$ cat config.mk
export PLATFORM = sky130hd
export DESIGN_NAME = exc_sequencer
export DESIGN_NICKNAME = d
export VERILOG_FILES = /design/src/rtl/exc_sequencer.sv
export SDC_FILE = /design/constraint.sdc
export NUM_CORES = 1
export LEC_CHECK = 0
export ABC_AREA = 1
export CORE_MARGIN = 4
export CORE_UTILIZATION = 46
export CTS_CLUSTER_SIZE = 20
export DETAILED_ROUTE_END_ITERATION = 12
export HOLD_SLACK_MARGIN = 0.08
export PLACE_DENSITY = 0.88
export SYNTH_ARGS = -nofsm -noshare
export SYNTH_HDL_FRONTEND = slang
export SYNTH_SLANG_ARGS = --single-unit
$ cat constraint.sdc
create_clock -name clk -period 1.87 [get_ports clk]
set_clock_uncertainty 0.1 [all_clocks]
set_input_delay 0.374 -clock clk [delete_from_list [all_inputs] [get_ports clk]]
set_output_delay 0.374 -clock clk [all_outputs]
set_load 0.01 [all_outputs]
$ cat src/rtl/exc_sequencer.sv
// Precise exception entry / ERET return sequencer for the 3-stage MIPS core.
// Prioritises execute-stage causes, latches CP0 state, flushes, then issues one redirect.
module exc_sequencer #(
    parameter logic [31:0] HANDLER_ADDR = 32'h0000_0080,
    parameter int          FLUSH_CYCLES = 2
) (
    input  logic        clk,
    input  logic        reset,
    input  logic [31:0] pc_ex,
    input  logic [31:0] bad_addr,
    input  logic        in_delay,
    input  logic        pc_error,
    input  logic        not_exist,
    input  logic        branch_error,
    input  logic        edr,
    input  logic        edr_store,
    input  logic        ext_int,
    input  logic        eret,
    input  logic        ie_wr,
    input  logic        ie_wdata,
    output logic        kill,
    output logic        redirect,
    output logic [31:0] redirect_pc,
    output logic [31:0] epc,
    output logic [4:0]  cause_code,
    output logic        bd,
    output logic [31:0] badvaddr,
    output logic        exl,
    output logic        ie,
    output logic        busy
);

    typedef enum logic [1:0] {
        S_IDLE     = 2'd0,
        S_FLUSH    = 2'd1,
        S_REDIRECT = 2'd2
    } state_t;

    localparam logic [3:0] CNT_INIT = 4'(FLUSH_CYCLES - 1);

    state_t      r_state;
    state_t      w_state_nxt;
    logic [3:0]  r_cnt;
    logic [31:0] r_target;
    logic [31:0] r_epc;
    logic [31:0] r_badvaddr;
    logic [31:0] r_redirect_pc;
    logic [4:0]  r_cause;
    logic        r_bd;
    logic        r_exl;
    logic        r_ie;
    logic        r_redirect;

    logic        w_idle;
    logic        w_c_pc;
    logic        w_c_ri;
    logic        w_c_eret;
    logic        w_c_br;
    logic        w_c_edr;
    logic        w_c_int;
    logic        w_sync;
    logic        w_cause_any;
    logic        w_take_exc;
    logic        w_take_eret;
    logic [4:0]  w_code;
    logic        w_upd_bva;
    logic [31:0] w_bva;

    assign w_idle      = (r_state == S_IDLE);
    assign w_c_pc      = pc_error;
    assign w_c_ri      = ~not_exist;
    assign w_c_eret    = eret & ~r_exl;
    assign w_c_br      = branch_error;
    assign w_c_edr     = edr;
    assign w_c_int     = ext_int & r_ie & ~r_exl;
    // Causes that also veto a legal ERET in the same cycle.
    assign w_sync      = w_c_pc | w_c_ri | w_c_br | w_c_edr;
    assign w_cause_any = w_sync | w_c_eret | w_c_int;
    assign w_take_exc  = w_idle & w_cause_any;
    assign w_take_eret = w_idle & eret & r_exl & ~w_sync;

    assign kill        = ~w_idle | w_cause_any;
    assign busy        = ~w_idle;
    assign redirect    = r_redirect;
    assign redirect_pc = r_redirect_pc;
    assign epc         = r_epc;
    assign cause_code  = r_cause;
    assign bd          = r_bd;
    assign badvaddr    = r_badvaddr;
    assign exl         = r_exl;
    assign ie          = r_ie;

    always_comb begin
        w_code    = 5'd0;
        w_upd_bva = 1'b0;
        w_bva     = pc_ex;
        if (w_c_pc) begin
            w_code    = 5'd4;
            w_upd_bva = 1'b1;
            w_bva     = pc_ex;
        end else if (w_c_ri) begin
            w_code = 5'd10;
        end else if (w_c_eret) begin
            w_code = 5'd10;
        end else if (w_c_br) begin
            w_code = 5'd13;
        end else if (w_c_edr) begin
            w_code    = edr_store ? 5'd5 : 5'd4;
            w_upd_bva = 1'b1;
            w_bva     = bad_addr;
        end
    end

    always_comb begin
        w_state_nxt = r_state;
        case (r_state)
            S_IDLE:     if (w_take_exc || w_take_eret) w_state_nxt = S_FLUSH;
            S_FLUSH:    if (r_cnt == 4'd0) w_state_nxt = S_REDIRECT;
            S_REDIRECT: w_state_nxt = S_IDLE;
            default:    w_state_nxt = S_IDLE;
        endcase
    end

    always_ff @(posedge clk) begin
        if (!reset) r_state <= S_IDLE;
        else        r_state <= w_state_nxt;
    end

    always_ff @(posedge clk) begin
        if (!reset) begin
            r_cnt         <= 4'd0;
            r_target      <= 32'd0;
            r_epc         <= 32'd0;
            r_badvaddr    <= 32'd0;
            r_redirect_pc <= 32'd0;
            r_cause       <= 5'd0;
            r_bd          <= 1'b0;
            r_exl         <= 1'b0;
            r_ie          <= 1'b0;
            r_redirect    <= 1'b0;
        end else begin
            r_redirect <= 1'b0;
            case (r_state)
                S_IDLE: begin
                    if (w_take_exc) begin
                        r_cause <= w_code;
                        if (w_upd_bva) r_badvaddr <= w_bva;
                        // Nested entry keeps the original return point.
                        if (!r_exl) begin
                            r_epc <= in_delay ? (pc_ex - 32'd4) : pc_ex;
                            r_bd  <= in_delay;
                        end
                        r_exl    <= 1'b1;
                        r_target <= HANDLER_ADDR;
                        r_cnt    <= CNT_INIT;
                    end else if (w_take_eret) begin
                        r_exl    <= 1'b0;
                        r_target <= r_epc;
                        r_cnt    <= CNT_INIT;
                    end
                    if (!kill && ie_wr) r_ie <= ie_wdata;
                end
                S_FLUSH: begin
                    if (r_cnt == 4'd0) begin
                        r_redirect    <= 1'b1;
                        r_redirect_pc <= r_target;
                    end else begin
                        r_cnt <= r_cnt - 4'd1;
                    end
                end
                default: ;
            endcase
        end
    end

endmodule

==> reports/metrics.yaml, run 1 <==
synth:
  synth.area.top_cells: "dfxtp_1 45%, nand2_1 12%, o21ai_0 7.5%"
  synth-edff-count: 0
  yosys_warnings: 0
  ys_seq_elements: 142
  synthesis.nets: 972
  dominantRegCellSynth: "dfxtp_1"
  synth_top_area_cell: "dfxtp_1"
  syn_area_um2: 6340
  ys_types: 33
  synth_top_cell_area_share: 0.448
  syn_area_per_cell_um2: 7.11
  async_reset_ff_frac: 0
  syn_inst: 893
  ys_seq_area_frac: 0.448
drt:
  wl_um: 21900
  vias: 7053
  avgViaCountPerCell: 5.23
  ant_nets: 0
  first_pass_iters: 6
  wire_per_inst_um: 16.2
  drt_iter0_markers: 741
  drc: 0
timing:
  setup_ws_ps: -124
  fin_setup_tns_ps: -124
  post-route-period-util: 1.07
  fmax_mhz: 502
  setup_viol: 1
  finalHoldViolCount: 0
  fin_crit_ps: 1990
  fin_hold_ws_ps: 264
  finalMaxSlewViolations: 0
  rsz0062_at_grt: "true"
floorplanning:
  io_pins: 183
  floorplan.initialDensity: 0.473
  die_x_um: 125
  fp.dieH_um: 125
  num_rows: 42
  die_area_um2: 15700
  core-area_um2: 13400
final_layout:
  drive_above_1_share: 0.155
  layout.nets: 1237
  final_util: 0.739
  fin_cells: 1348
  multiInputGateArea_um2: 3000
  ff_latch_area_um2: 2840
  stdcell_area_um2: 9910
  syn_to_final_growth_pct: 56.2
  fill_cells: 965
status:
  violations: "setup timing"
  status: "complete, but fails checks"
critical_path:
  cp-start-kind: "input pin"
  crit_required_ps: 2070
  cp.arrival_ps: 2190
  critPathMaxFanout: 16
  r2r_cells: 10
  critPathKind: "in -> reg"
  worst_setup_path_end_kind: "register"
placement:
  placed_cells: 1305
  port-buffer-count: 181
  place_area_um2: 8980
  gp_congestion: 0.959
  hpwlAfterDp_um: 14700
  pre_cts_ws_ps: -525
clock_network:
  clk_pin_slew_ps: 60
  worstSkewPairLatency_ps: 420
  cts_sinks: 142
  cts_max_level: 4
  root_buffer: "clkbuf_16"
  ctsLongestPathBuffers: 2
  cts_tree: "yes"
  numCtsBuffers: 17
global_routing:
  gr-total-overflow: 0
  grt_start_max_net_pins: 67
  grt_first_pass_wirelength_um: 32400
  antenna_found_initial: 1
  grt_pass1_vias: 6561
  gr-usage-all-layers: 0.253
power_and_ir_drop:
  p_total_mw: 9.94
  ir_drop_mv: 0.555
  power_density_nw_per_um2: 1000
  p_leak_nw: 4.42
worst_hold_path:
  hold_depth: 3
  min_path_type: "in -> reg"
job:
  maxCapViolations: 0
## report_power, final
part | internal [mW] | total (mW) | switching [mW]
Clock | 2.14 | 3.40 | 1.26
Combinational | 1.41 | 2.78 | 1.37
Sequential | 3.46 | 3.76 | 0.293
Total | 7.01 | 9.94 | 2.93
## sequential cells by signal, indices dropped and copies added, names as in the netlist
name / cells
badvaddr: 32
bd: 1
cause_code: 4
epc: 32
exl: 1
ie: 1
r_cnt: 4
r_state: 2
r_target: 32
redirect: 1
redirect_pc: 32
## synth_stat cells (2+ instances only)
cell type / count
xnor2_1: 5
nor2_2: 2
xor2_1: 8
o21ai_1: 2
inv_2: 3
nand2_1: 201
buf_6: 9
nand2_2: 2
inv_1: 90
o21ai_0: 95
a21oi_4: 2
or2_2: 3
nor3_1: 6
o21a_1: 10
nor2_1: 97
nand3_1: 34
o211a_1: 3
and3_1: 30
buf_2: 6
clkbuf_1: 30
nand4_1: 7
a21oi_1: 94
ha_1: 3
dfxtp_1: 142
## metal layers
| metal | global-route usage | wire [um] | up-vias |
|---|---|---|---|
| met5 | 0 | 0 | - |
| met4 | 0.113 | 874 | 0 |
| met3 | 0.0525 | 1440 | 72 |
| met2 | 0.444 | 11100 | 349 |
| met1 | 0.298 | 8480 | 3219 |
| li1 | - | - | 3413 |
## final cells by class
class,instances,share of cell area
multi-input cells,611,0.303
repair buffers,292,0.292
flip-flops and latches,142,0.287
clock buffers,23,0.0462
inverters,94,0.0359
well taps,176,0.0222
clock inverters,9,0.0136
diodes,1,0.000253
## cell families (layout without fill, tap and decap cells)
kind of cell,after synthesis,count (layout),synth area share
compound gates,208,208,0.175
xor+xnor,13,13,0.0179
fa+ha+maj,3,3,0.00592
buf+inv,140,418,0.0952
flops,142,142,0.448
other cells,1,2,0.000591
simple gates,386,386,0.258
## worst max-delay path, cell delays in order
cell             delay (ps)
clkdlybuf4s50_1         480
nor2_4                  150
nand3_4                 100
buf_4                   150
nand2_2                 170
a21oi_4                  60
buf_12                  140
clkbuf_16               170
o21ai_0                 280
nor2_1                  100
## worst paths after layout
path,startpoint,to,slack (ps)
hold reg to reg,redirect_pc[5],redirect_pc[5],340
setup reg to reg,exl,badvaddr[25],-100
setup / recovery,pc_error,badvaddr[25],-120
hold / removal,reset,cause_code[0],260
## cells in the final DEF (no fill, tap or decap), drive strengths merged, types with 5 or more instances in the layout
cell,synthesis,final
nand3,34,34
o21a,10,10
buf,16,109
and3,30,30
a21oi,96,96
xor2,8,8
dlygate4sd2,0,10
clkdlybuf4s50,0,148
xnor2,5,5
clkbuf,30,27
dfxtp,142,142
nand2,203,203
nor3,7,7
nor2,100,100
o21ai,97,97
nand4,7,7
inv,93,94
dlymetal6s2s,0,21
## timing repair
item,in CTS,in global routing
pin swaps,4,8
gates cloned,0,5
endpoints found under the hold margin,0,0
resized for setup,24,54
endpoints found under the setup margin,15,60
setup buffers,1,4
hold buffers,0,0
Note: power is estimated with default switching activity, not from simulation.
==> run 2: changes to the inputs <==
==> constraint.sdc (replaced) <==
create_clock -name clk -period 1.87 [get_ports clk]
set_clock_uncertainty 0.1 [all_clocks]
set_input_delay 0.2805 -clock clk [delete_from_list [all_inputs] [get_ports clk]]
set_output_delay 0.2805 -clock clk [all_outputs]
set_load 0.01 [all_outputs]
==> reports/metrics.yaml, run 2 (synthesized netlist as in run 1, its figures left out) <==
status:
  status: "complete, no violations"
critical_path:
  cp.arrival_ps: 2090  # -100 ps
  crit_required_ps: 2130  # +60 ps
  worst_setup_path_end_kind: "register"
  cp-start-kind: "register"
  critPathKind: "reg -> reg"
  critPathMaxFanout: 16  # unchanged
final_layout:
  final_cell_mix: "201 x nand2_1, 176 x clkdlybuf4s50_1, 140 x dfxtp_1"
  layout_commonest_cell: "nand2_1"
  diodes: 0  # -1
  drive_above_1_share: 0.151  # -0.00427
  syn_to_final_growth_pct: 55.2
  fin_cells: 1347  # -0.074%
  layout.nets: 1238  # +0.081%
  final_util: 0.735  # -0.00467
  stdcell_area_um2: 9850  # -0.63%
drt:
  drt_iter0_markers: 637  # -14%
  wl_um: 21400  # -2.3%
  vias: 7088  # +0.50%
  wire_per_inst_um: 15.9  # -2.3%
  drc: 0  # unchanged
  ant_nets: 0  # unchanged
  avgViaCountPerCell: 5.26  # +0.57%
  first_pass_iters: 5  # -1
timing:
  rsz0062_at_grt: "true"
  fin_setup_tns_ps: 0  # +124 ps
  setup_viol: 0  # -1
  post-route-period-util: 0.979  # -0.0868
  fmax_mhz: 546  # +8.9%
  finalHoldViolCount: 0  # unchanged
  setup_ws_ps: 38.8  # +162 ps
  finalMaxSlewViolations: 0  # unchanged
  fin_hold_ws_ps: 238  # -25.9 ps
  fin_crit_ps: 1830  # -162 ps
clock_network:
  cts_tree: "yes"
  cts_hold_buf: 0  # unchanged
  root_buffer: "clkbuf_16"
  ctsLongestPathBuffers: 2  # unchanged
  cts_max_level: 4  # unchanged
  numCtsBuffers: 17  # unchanged
  cts_sinks: 142  # unchanged
  clk_pin_slew_ps: 60  # about the same
  worstSkewPairLatency_ps: 420  # about the same
global_routing:
  grt_first_pass_wirelength_um: 33100  # +2.1%
  grt_start_max_net_pins: 67  # unchanged
  gr-total-overflow: 0  # unchanged
  gr-usage-all-layers: 0.259  # +0.00554
  antenna_found_initial: 0  # -1
  grt_pass1_vias: 6807  # +3.7%
floorplanning:
  core-area_um2: 13400  # unchanged
  fp.dieH_um: 125  # unchanged
  num_rows: 42  # unchanged
  die_area_um2: 15700  # unchanged
  floorplan.initialDensity: 0.473  # unchanged
  io_pins: 183  # unchanged
  die_x_um: 125  # unchanged
power_and_ir_drop:
  p_leak_nw: 4.16  # -5.9%
  ir_drop_mv: 0.742  # +34%
  p_total_mw: 10.0  # +0.84%
  power_density_nw_per_um2: 1020  # +1.5%
placement:
  placed_cells: 1305  # unchanged
  port-buffer-count: 181  # unchanged
  hpwlAfterDp_um: 14800  # +0.87%
  pre_cts_ws_ps: -390  # +134 ps
  gp_congestion: 0.873  # -9.0%
  place_area_um2: 9010  # +0.42%
job:
  maxCapViolations: 0  # unchanged
worst_hold_path:
  min_path_type: "in -> reg"
-- run 2: cell count changes in the layout (fill, tap and decap cells not counted), moves of 3 or more --
cell,before,now
clkdlybuf4s50_1,148,176
dlymetal6s2s_1,21,2
dlygate4sd2_1,10,1
buf_4,93,98
inv_1,85,90
inv_2,7,3
nand2_2,4,0
clkbuf_1,5,2
clkbuf_8,1,4
clkinvlp_4,3,0
-- run 2: power by group --
group	switching (mW)	leakage (nW)	internal, mW
combinational	1.34	2.68	1.40
clock	1.27	0.304	2.24
sequential	0.307	1.17	3.46
total	2.92	4.16	7.11
-- run 2: final cells by class --
class,count,area [um2]
clock buffers,23,488
clock inverters,8,130
fillers,1030,3550
inverters,94,353
multi-input cells,611,3000
flip-flops and latches,142,2850
well taps,176,220
repair buffers,293,2810
-- run 2: metal layers --
layer	share of wire	track usage	up-vias
li1	-	-	3408
met1	0.40	0.293	3289
met2	0.51	0.472	316
met3	0.058	0.0507	75
met4	0.039	0.108	0
met5	0	0	-
-- run 2: path summary, 6_finish.rpt --
path,startpoint,cells after the start,slack [ps],end
max,exl,10,40,badvaddr[21]
min,reset,3,240,redirect_pc[5]
max reg2reg,exl,10,40,badvaddr[21]
min reg2reg,redirect_pc[16],2,340,redirect_pc[16]
-- run 2: critical path, cell delays in order, from the launching register on --
cell and delay, ps:
dfxtp_2 330, inv_2 50, a21oi_4 200, buf_6 140
nand2_4 50, nor3_4 230, buf_4 170, clkbuf_16 170
nand2_1 60, and3_1 170, nor2_1 90
-- run 2: what timing repair did --
action | CTS | global route
resized for setup | 7 | 28
setup endpoints to repair | 2 | 62
pin swaps | 3 | 4
setup buffers | 7 | 2
gates cloned | 0 | 2
==> run 3: changes to the inputs <==
CAP_MARGIN = 20   (was not set)
PLACE_DENSITY = 0.89   (was 0.88)
==> reports/metrics.yaml, run 3 (synthesized netlist as in run 1, its figures left out) <==
status:
  status: "complete, no violations"
critical_path:
  cp-start-kind: "register"
  critPathMaxFanout: 4  # -12
  crit_chain: "buf_4 -> clkdlybuf4s50_1"
  path_buf_inv: 2  # -2
  cpLargestDelayFamily: "buffers and inverters"
  worst_setup_path_end_kind: "primary output"
  cp.arrival_ps: 1440  # -650 ps
  critPathKind: "reg -> out"
  slowest_stage: "clkdlybuf4s50_1"
  rrSetupSlack_ps: 160  # +120 ps
  cpPeakStageDelay_ps: 530  # +200 ps
  crit_required_ps: 1490  # -640 ps
placement:
  gp_congestion: 0.919  # +5.3%
  pre_cts_ws_ps: -464  # -73.9 ps
  hpwlAfterDp_um: 14500  # -2.0%
  port-buffer-count: 181  # unchanged
clock_network:
  ctsLongestPathBuffers: 2  # unchanged
  cts_sinks: 142  # unchanged
  clk_pin_slew_ps: 60  # about the same
  numCtsBuffers: 17  # unchanged
  cts_max_level: 4  # unchanged
  root_buffer: "clkbuf_16"
  worstSkewPairLatency_ps: 430  # about the same
  cts_tree: "yes"
final_layout:
  drive_above_1_share: 0.132  # -0.0192
  final_util: 0.710  # -0.0244
  final_cell_mix: "201 x nand2_1, 177 x clkdlybuf4s50_1, 142 x dfxtp_1"
  diodes: 0  # unchanged
  layout_commonest_cell: "nand2_1"
  syn_to_final_growth_pct: 50.0
  fill_cells: 1048  # +1.7%
  layout.nets: 1218  # -1.6%
global_routing:
  grt_start_max_net_pins: 67  # unchanged
  antenna_found_initial: 0  # unchanged
  gr-total-overflow: 0  # unchanged
  grt_first_pass_wirelength_um: 31700  # -4.2%
  grt_pass1_vias: 6439  # -5.4%
  gr-usage-all-layers: 0.247  # -0.0116
floorplanning:
  die_area_um2: 15700  # unchanged
  floorplan.initialDensity: 0.473  # unchanged
  io_pins: 183  # unchanged
  fp.dieH_um: 125  # unchanged
  die_x_um: 125  # unchanged
  num_rows: 42  # unchanged
  core-area_um2: 13400  # unchanged
drt:
  wire_per_inst_um: 14.8  # -6.5%
  first_pass_iters: 5  # unchanged
  avgViaCountPerCell: 5.11  # -2.9%
  drt_iter0_markers: 559  # -12%
  drc: 0  # unchanged
  wl_um: 19700  # -7.9%
  vias: 6785  # -4.3%
  ant_nets: 0  # unchanged
power_and_ir_drop:
  comb_power_share: 0.274  # about the same
  p_seq_frac: 0.392  # +0.016
  intPower_mw: 6.68  # -6.1%
  ir_drop_mv: 0.590  # -20%
  pwr-share-clk: 0.334  # -0.016
  p_leak_nw: 3.98  # -4.1%
  power_density_nw_per_um2: 1010  # -1.1%
  p_sw_mw: 2.91  # -0.31%
  sw_frac_of_total: 0.303  # +0.0124
timing:
  finalMaxSlewViolations: 0  # unchanged
  setup_ws_ps: 54.1  # +15.3 ps
  rsz0062_at_grt: "true"
  fmax_mhz: 551  # +0.84%
  finalHoldViolCount: 0  # unchanged
  setup_viol: 0  # unchanged
  fin_crit_ps: 1820  # -15.3 ps
  post-route-period-util: 0.971  # -0.00817
worst_hold_path:
  min_path_type: "in -> reg"
job:
  maxCapViolations: 0  # unchanged
-- run 3: changes by cell type in the layout (fill, tap and decap cells not counted), sizes merged --
| cell | before | now |
|---|---|---|
| buf | 111 | 93 |
| clkbuf | 26 | 20 |
| clkinv | 5 | 9 |
| clkinvlp | 0 | 3 |
| bufinv | 3 | 1 |
| clkdlybuf4s50 | 176 | 177 |
| dlymetal6s2s | 2 | 1 |
-- run 3: repair_timing --
item | in CTS | in global routing
hold buffers | 0 | 0
resized for setup | 8 | 14
pin swaps | 2 | 3
setup endpoints to repair | 4 | 18
setup buffers | 2 | 0
-- run 3: per-stage QoR --
step	hold slack, ps	instances	instance area (um2)	total power, mW	setup TNS, ps
after floorplan	315	893	6340	4.96	0
final	207	1328	9520	9.58	0
after detailed placement	335	1294	8890	6.43	-21970
after global placement	331	1294	8890	6.37	-17430
after global routing	233	1328	9520	10.0	-24.3
after CTS	197	1328	9480	9.60	0
-- run 3: tightest hold or removal path, stage by stage --
cell and delay, ps:
buf_2 240, o21ai_0 120, a21oi_1 40
-- run 3: power by group through the flow --
stage	registers, mW	clock network [mW]	logic (mW)
3_5_place_dp	3.81	0	2.62
6_report	3.76	3.20	2.63
5_1_grt	3.81	3.36	2.87
3_3_place_gp	3.81	0	2.57
4_1_cts	3.76	3.21	2.63
2_1_floorplan	3.94	0	1.02
-- run 3: final cells by class --
type / count / area, um2 / share of cell area
Clock buffer: 19 / 443 / 0.0465
Clock inverter: 13 / 116 / 0.0122
Inverter: 94 / 353 / 0.0371
Multi-Input combinational cell: 611 / 2960 / 0.310
Sequential cell: 142 / 2840 / 0.299
Tap cell: 176 / 220 / 0.0231
Timing Repair Buffer: 273 / 2590 / 0.272
-- run 3: worst paths after layout --
path	cells past startpoint	from	to
setup / recovery	2	exl	exl
hold / removal	3	reset	epc[19]
setup reg to reg	8	exl	badvaddr[22]
hold reg to reg	2	redirect_pc[1]	redirect_pc[1]
-- run 3: layer usage --
layer | up-vias | GRT usage | wire length, um
met1 | 3104 | 0.286 | 7960
met5 | - | 0 | 0
met2 | 259 | 0.436 | 9910
met4 | 0 | 0.0969 | 563
met3 | 53 | 0.0635 | 1270
li1 | 3369 | - | -
